--- src/rtl/ex_div.sv ---
// -----------------------------------------------------------------------------
// ex_div -- iterative radix-2 restoring divider for DIV / DIVU
//
// Sits inside the execute stage and produces {remainder, quotient} for the
// HI/LO result path. One quotient bit is resolved per clock, so a division takes
// DATA_WIDTH iterations. stallreq holds the pipeline until the result is ready.
// Only one division is in flight at a time.
//
// Ports
//   clk          rising-edge clock
//   rst          asynchronous, active-high reset
//   div_start    division requested; EX holds it high until div_ready is seen
//   div_signed   1 = DIV (two's complement), 0 = DIVU
//   div_opdata1  dividend  (sampled only on the edge that leaves IDLE)
//   div_opdata2  divisor   (sampled only on the edge that leaves IDLE)
//   div_annul    pipeline flush; aborts any division, wins over div_start
//   div_result   {remainder (HI), quotient (LO)}, valid while div_ready=1
//   div_ready    result valid; held while div_start stays high
//   div_byzero   present only when DIV_BYZERO_FLAG_EN is defined: high while
//                div_ready=1 for a division whose divisor was zero
//   stallreq     div_start & ~div_ready (combinational)
//
// Build option
//   DIV_BYZERO_FLAG_EN  adds the div_byzero output. Without it a divide by
//                       zero simply returns 0 and cannot be told apart.
//
// Timing (edge 0 = the edge leaving IDLE)
//   normal  : restoring steps on edges 1..DATA_WIDTH, ready after edge DATA_WIDTH
//   by zero : ready after edge 1
// -----------------------------------------------------------------------------
module ex_div #(
  parameter int DATA_WIDTH = 32
) (
  input  logic                    clk,
  input  logic                    rst,
  input  logic                    div_start,
  input  logic                    div_signed,
  input  logic [DATA_WIDTH-1:0]   div_opdata1,
  input  logic [DATA_WIDTH-1:0]   div_opdata2,
  input  logic                    div_annul,
  output logic [2*DATA_WIDTH-1:0] div_result,
  output logic                    div_ready,
`ifdef DIV_BYZERO_FLAG_EN
  output logic                    div_byzero,
`endif
  output logic                    stallreq
);

  localparam int DW = DATA_WIDTH;
  // Counter must reach DW-1; one spare bit keeps the width sane for any DW.
  localparam int CW = $clog2(DW) + 1;
  localparam logic [CW-1:0] LAST_STEP = CW'(DW - 1);

  localparam logic [1:0] ST_IDLE   = 2'd0;
  localparam logic [1:0] ST_BYZERO = 2'd1;
  localparam logic [1:0] ST_ON     = 2'd2;
  localparam logic [1:0] ST_END    = 2'd3;

  logic [1:0]    state;
  logic [CW-1:0] counter;
  logic [DW-1:0] rem_reg;    // partial remainder
  logic [DW-1:0] quo_reg;    // starts as |dividend|, quotient bits shift in at the LSB
  logic [DW-1:0] dvs_reg;    // |divisor|
  logic          neg_quo;    // operand signs differ (signed mode only)
  logic          neg_rem;    // dividend negative (signed mode only)
`ifdef DIV_BYZERO_FLAG_EN
  logic          byz_reg;
`endif

  // ---------------------------------------------------------------------------
  // Operand magnitudes: negate negative operands only for DIV.
  // ---------------------------------------------------------------------------
  logic          op1_neg, op2_neg;
  logic [DW-1:0] op1_abs, op2_abs;

  always_comb begin
    op1_neg = div_signed & div_opdata1[DW-1];
    op2_neg = div_signed & div_opdata2[DW-1];
    op1_abs = op1_neg ? (~div_opdata1 + DW'(1)) : div_opdata1;
    op2_abs = op2_neg ? (~div_opdata2 + DW'(1)) : div_opdata2;
  end

  // ---------------------------------------------------------------------------
  // One restoring step. The shifted remainder can be DW+1 bits wide, so the
  // trial subtraction is done at DW+1 bits and its MSB is the borrow.
  // ---------------------------------------------------------------------------
  logic [DW:0]   rem_shift;
  logic [DW:0]   trial;
  logic          no_borrow;
  logic [DW-1:0] step_rem;
  logic [DW-1:0] step_quo;

  always_comb begin
    rem_shift = {rem_reg, quo_reg[DW-1]};
    trial     = rem_shift - {1'b0, dvs_reg};
    no_borrow = ~trial[DW];
    step_rem  = no_borrow ? trial[DW-1:0] : rem_shift[DW-1:0];
    step_quo  = {quo_reg[DW-2:0], no_borrow};
  end

  // ---------------------------------------------------------------------------
  // Sign fix on the final step. The most-negative / -1 case falls out
  // naturally: magnitude quotient 2^(DW-1) negates back onto itself.
  // ---------------------------------------------------------------------------
  logic [DW-1:0] fix_quo;
  logic [DW-1:0] fix_rem;

  always_comb begin
    fix_quo = neg_quo ? (~step_quo + DW'(1)) : step_quo;
    fix_rem = neg_rem ? (~step_rem + DW'(1)) : step_rem;
  end

  // ---------------------------------------------------------------------------
  // Control FSM and datapath registers
  // ---------------------------------------------------------------------------
  always_ff @(posedge clk or posedge rst) begin
    if (rst) begin
      state      <= ST_IDLE;
      counter    <= '0;
      rem_reg    <= '0;
      quo_reg    <= '0;
      dvs_reg    <= '0;
      neg_quo    <= 1'b0;
      neg_rem    <= 1'b0;
      div_result <= '0;
      div_ready  <= 1'b0;
`ifdef DIV_BYZERO_FLAG_EN
      byz_reg    <= 1'b0;
`endif
    end else if (div_annul) begin
      // Flush takes priority over everything, including a fresh div_start.
      state      <= ST_IDLE;
      counter    <= '0;
      div_result <= '0;
      div_ready  <= 1'b0;
`ifdef DIV_BYZERO_FLAG_EN
      byz_reg    <= 1'b0;
`endif
    end else begin
      case (state)
        ST_IDLE: begin
          div_result <= '0;
          div_ready  <= 1'b0;
`ifdef DIV_BYZERO_FLAG_EN
          byz_reg    <= 1'b0;
`endif
          if (div_start) begin
            if (div_opdata2 == '0) begin
              state <= ST_BYZERO;
            end else begin
              state   <= ST_ON;
              counter <= '0;
              rem_reg <= '0;
              quo_reg <= op1_abs;
              dvs_reg <= op2_abs;
              neg_quo <= op1_neg ^ op2_neg;
              neg_rem <= op1_neg;
            end
          end
        end

        ST_BYZERO: begin
          state      <= ST_END;
          div_result <= '0;
          div_ready  <= 1'b1;
`ifdef DIV_BYZERO_FLAG_EN
          byz_reg    <= 1'b1;
`endif
        end

        ST_ON: begin
          rem_reg <= step_rem;
          quo_reg <= step_quo;
          counter <= counter + CW'(1);
          if (counter == LAST_STEP) begin
            state      <= ST_END;
            div_result <= {fix_rem, fix_quo};
            div_ready  <= 1'b1;
          end
        end

        ST_END: begin
          // Result is held until EX drops its request; no restart before that.
          if (!div_start) begin
            state      <= ST_IDLE;
            div_result <= '0;
            div_ready  <= 1'b0;
`ifdef DIV_BYZERO_FLAG_EN
            byz_reg    <= 1'b0;
`endif
          end
        end

        default: begin
          state      <= ST_IDLE;
          counter    <= '0;
          div_result <= '0;
          div_ready  <= 1'b0;
        end
      endcase
    end
  end

  assign stallreq = div_start & ~div_ready;

`ifdef DIV_BYZERO_FLAG_EN
  assign div_byzero = byz_reg & div_ready;
`endif

endmodule

--- config.mk ---
export PLATFORM = sky130hd
export DESIGN_NAME = ex_div
export DESIGN_NICKNAME = d
export VERILOG_FILES = /design/src/rtl/ex_div.sv
export SDC_FILE = /design/constraint.sdc
export NUM_CORES = 1
export LEC_CHECK = 0
export CORE_MARGIN = 2
export CORE_UTILIZATION = 30
export CTS_BUF_LIST = sky130_fd_sc_hd__clkbuf_8
export CTS_CLUSTER_DIAMETER = 80
export DETAILED_ROUTE_END_ITERATION = 6
export PLACE_DENSITY = 0.47
export SLEW_MARGIN = 25
export SYNTH_ARGS = -nofsm -noshare
export SYNTH_HDL_FRONTEND = slang
export SYNTH_SLANG_ARGS = --single-unit
--- constraint.sdc ---
create_clock -name clk -period 10.1 [get_ports clk]
set_input_delay 2.02 -clock clk [delete_from_list [all_inputs] [get_ports clk]]
set_output_delay 2.02 -clock clk [all_outputs]
set_load 0.005 [all_outputs]
; After elaboration in Yosys (flattened, before gate mapping)
; Cells that the tools add are included.
[word_totals]
rom_bits = 0
register_bits = 171
mem_bits_rw = 0
latchBits = 0
memories = 0
[classes]
magnitude_cmp = 0
shifts = 0
reduce_logical = 10
add_sub_neg = 6
eq_ne = 10
div = 0
mux = 29
bitwise = 12
mul = 0
[op_table]
columns = op, count
row1 = $mux W32, 9
row2 = $mux W64, 3
row3 = $pmux W64 S3, 1
row4 = $add A32 B1 Y32 const B, 4
row5 = $not A32 Y32, 4
row6 = $pmux W32 S2, 2
row7 = $sub A33 B32 Y33, 1
row8 = $logic_not A32 Y1, 1
row9 = $mux W6, 3
row10 = $ne A3 B3 Y1 const B, 4
row11 = $pmux W6 S2, 1
row12 = $mux W2, 5
row13 = $pmux W2 S4, 1
row14 = $reduce_and A4 Y1, 2
row15 = $add A6 B1 Y6 const B, 1
row16 = $eq A6 B5 Y1 const B, 1
row17 = $reduce_and A3 Y1, 2
row18 = $eq A2 B2 Y1 const B, 2
row19 = $ne A2 B2 Y1 const B, 2
row20 = $not A1 Y1, 4
row21 = $pmux W1 S4, 1
row22 = $and A1 B1 Y1, 3
row23 = $mux W1, 3
row24 = $reduce_bool A3 Y1, 1
row25 = other kinds (6), 6

; Longest topological paths before layout
[depth]
ltp_word = 8
ltp_mapped = 26
mapped_depth_nobuf = 21

; Least setup slack after synthesis
; No wires, ideal clock.
[synth_timing]
path_kind = flip-flop to flip-flop
startpoint = reg quo_reg[31]
endpoint = reg div_result[62]
setup_time_ns = 0.130
required_time_ns = 9.970
path_stages_with_launch = 27
t_arrival_ns = 5.272
synth_period_minus_slack_ns = 5.402
path_buffers = 5
path_slack_ns = 4.698
path_cell_list = dfrtp_1 -> inv_1 -> ha_1 -> inv_1 -> fa_1 -> a211oi_2 -> o21a_1 -> a211o_4 -> a2111oi_4 -> or4_1 -> buf_6 -> and2_4 -> buf_8 -> inv_4 -> buf_6 -> clkbuf_1 -> clkbuf_1 -> nor2_1 -> a21oi_1 -> ha_1 -> nand3b_1 -> nor3_1 -> a211oi_1 -> or4b_1 -> o41ai_2 -> xnor2_1 -> o21ai_1
[synth_between]
elab_chain_len = 8
[synth_rtl]
columns = element, line
row1 = from (decl), 62  ; logic [DW-1:0] quo_reg;
row2 = from (signal assigned), 154  ; quo_reg <= op1_abs;
row3 = from (signal assigned), 173  ; quo_reg <= step_quo;
row4 = $sub A33 B32 Y33, 95  ; trial = rem_shift - {1'b0, dvs_reg};
row5 = $mux W32 (*), 97  ; step_rem = no_borrow ? trial[DW-1:0] : rem_shift[DW-1:0];
row6 = $not A32 Y32, 110  ; fix_rem = neg_rem ? (~step_rem + DW'(1)) : step_rem;
row7 = $add A32 B1 Y32, 110
row8 = $mux W32 (*), 110
row9 = $mux W64 (*), 175  ; if (counter == LAST_STEP) begin
row10 = $pmux W64 S3 (*), 140  ; case (state)
row11 = $mux W64 (*), 130  ; end else if (div_annul) begin
row12 = to (signal assigned), 177  ; div_result <= {fix_rem, fix_quo};
row13 = to (decl), 41  ; output logic [2*DATA_WIDTH-1:0] div_result,
; Mark *: on every way between the ends. The rest lies on a longest branch, timed or not. The select of a mux whose other input is x is not followed.
; A chain may end at the register's enable or synchronous reset.

; Final worst setup path
[layout_timing]
startpoint = in div_opdata2[7]
endpoint = reg quo_reg[26]
[layout_between]
elab_chain_len = 3
[layout_rtl]
columns = element, line
row1 = from (decl), 39  ; input logic [DATA_WIDTH-1:0] div_opdata2,
row2 = $logic_not A32 Y1, 148  ; if (div_opdata2 == '0) begin
row3 = $ne A2 B2 Y1 (no line), --
row4 = $reduce_and A4 Y1 (no line), --
; Every way passes these cells.

==> flow_summary.yaml <==
outcome:
  outcome: "finished, final reports clean"
grt:
  grt_max_degree: 105
  grt_usage_pct: 17.8
  antenna_found_initial: 0
  grt_pass1_wl_um: 58200
  first_global_vias: 10000
  grt_overflow_total: 0
placed_design:
  gp_congestion: 0.828
  dpl.cell_count: 2065
  post_dp_cell_area_sq_mm: 0.0138
  dpl.hpwl_um: 27900
  port_buffers: 134
  dp_slack_ps: 3310
sta:
  finalCritPeriodShare_pct: 62.2
  timing.fmax_ghz: 0.159
  period_needed_ps: 6280
  fin_ws_ps: 3820
  grt_setup_unrepaired: "false"
  tightest_slew_ps: 1050
  fin_setup_tns_ps: 0
  slew_headroom_pct: 29.8
  skew_ps: 25.3
  finalMaxSlewViolations: 0
  hold_viol_final: 0
  setup_viol: 0
yosys:
  syn_inst: 1474
  yosysUniqueCellTypes: 84
  syn-num-nets: 1585
  synth_seq_area_share_pct: 35.4
  ys_warn_count: 0
  ys_ff_latch: 171
  synthArstFlopShare_pct: 100
  synth_ff_type: "dfrtp_1"
  synth_edf_count: 0
  syn_area_sq_mm: 0.0121
  postSynthAreaPerCell_sq_um: 8.21
cells_and_area:
  register_area_sq_mm: 0.00428
  drive_gt1_share_pct: 4.90
  final_common_cell: "nand2_1"
  fillers: 4187
  mostFrequentLayoutCells: "nand2_1, dfrtp_1, o21ai_0, clkdlybuf4s50_1, nor2_1"
  largest-register: "div_result"
  fin_area_sq_mm: 0.0142
  nets: 1670
  area_growth_pct: 17.6
  fin_cells: 2097
  multi_input_area_sq_mm: 0.00729
  antenna_cells: 0
  largest_reg_flops: 64
clocking:
  htree_levels: 4
  clock_path_buffers: 2
  cts_tree: "done"
  post_cts_resized: 0
  clock_latency_ps: 520
  clk_pin_slew_ps: 100
  root_buffer: "clkbuf_8"
  cts_buffers: 17
  post_cts_buffers: 0
  cts.sinks: 171
  postCtsHoldBufs: 0
worst_setup_path:
  rr_startpoint: "quo_reg[31]"
  crit_path_top_delay_cell: "nor4_1"
  crit_top_cell: "or4_1"
  cp.required_ps: 10460
  cpPeakStageDelay_ps: 730
  critical_path_class: "in -> reg"
  end_kind: "flip-flop"
  rrSetupSlack_ps: 4020
  cp_max_fo: 64
  worst_r2r_path_depth: 21
  cp-startpoint: "div_opdata2[7]"
  crit_path_start_kind: "primary input"
  arrival_ps: 6650
  path_cells: "clkdlybuf4s50_1 -> or4_1 -> nor4_2 -> nand4_1 -> or4_1 -> nor4_1 -> nand2b_1 -> and2_1 -> or3_2 -> buf_4 -> o21ai_0"
floorplanning:
  die_width_um: 205
  core_sq_mm: 0.0397
  die_y_um: 205
  initial_utilization_pct: 30.4
  rows: 73
  io_pins: 135
  die_area_sq_mm: 0.0419
routing:
  vias_per_cell: 5.12
  drcViolationCount: 0
  totalWireLength_um: 36600
  first_pass_iters: 5
  drt-wirelength-per-cell_um: 17.5
  first_iter_violations: 605
  vias: 10700
  ant_nets: 0
pwr:
  power_leakage_nw: 5.87
  p_per_area_mw_per_mm2: 216
  ir_worst_vdd_v: 0.0000892
worst_hold_path:
  hold_start: "div_result[8]"
  hold_path.class: "reg -> reg"
  min_path_cells: 2
run:
  drv_cap: 0
synthesized netlist by cell type (all sizes together), types with 8 or more instances:
cell | count | area share, %
nor4 | 13 | 0.72
a21oi | 118 | 4.9
a211oi | 8 | 0.58
inv | 55 | 1.7
and2 | 15 | 0.84
o41ai | 15 | 1.3
xnor2 | 57 | 4.1
ha | 41 | 4.2
a21o | 12 | 0.74
nor3 | 24 | 0.99
o31ai | 41 | 2.6
nand4 | 12 | 0.62
nand2b | 16 | 0.83
xor2 | 82 | 5.9
nand3 | 14 | 0.58
or3 | 25 | 1.3
dfrtp | 171 | 35
o211ai | 8 | 0.50
a31oi | 9 | 0.47
or4 | 18 | 1.2
mux2i | 32 | 2.6
clkbuf | 48 | 1.5
nand2 | 214 | 6.6
nor2 | 117 | 3.6
o21ai | 183 | 7.6
buf | 29 | 1.3
routing by layer:
metal	routed length [um]	part of all wire, %	GRT usage (%)
met1	20000	55	28.5
met2	14900	41	24.7
met3	1330	3.6	2.48
met4	409	1.1	4.17
met5	0	0	0
metrics by stage:
step	total power, mW	hold WS (ps)	util, %
2_1_floorplan	2.09	443	-
3_3_place_gp	2.59	462	34.8
3_5_place_dp	2.61	467	34.8
4_1_cts	3.10	487	35.8
5_1_grt	3.34	510	35.8
6_report	3.07	480	35.8
final cells by class:
class	instances	area share, %
clock inverter	13	0.748
timing repair buffer	143	9.91
tap	525	4.62
multi-input combinational	1171	51.3
sequential	171	30.1
clock buffer	19	1.84
inverter	55	1.52
critical path, delay by kind of cell:
family / cells / cell delay [ps]
and+or+nand+nor: 8 / 3330
buffers and inverters: 2 / 1060
AOI/OAI and AO/OA: 1 / 210
cell families (layout without fill, tap and decap cells):
kind of cell	count (synthesis)	after routing	share of synthesized area (%)
adders and majority gates	42	42	4.41
and+or+nand+nor	500	500	19.3
xor gates and xnor gates	139	139	10.1
AOI/OAI and AO/OA	456	456	23.5
DFF	171	171	35.4
buffers and inverters	132	230	4.54
muxes	34	34	2.86
final timing paths:
path / end
max reg2reg: div_result[62]
min reg2reg: div_result[8]
max: quo_reg[26]
min in group asynchronous: div_result[22]
min: div_result[8]
max in group asynchronous: quo_reg[17]
where the power goes:
part	internal [mW]	total, mW	switching, mW
Sequential	0.870	1.05	0.182
Clock	0.188	0.481	0.293
Combinational	0.607	1.54	0.930
Total	1.66	3.07	1.41
(Power assumes the default switching activity.)
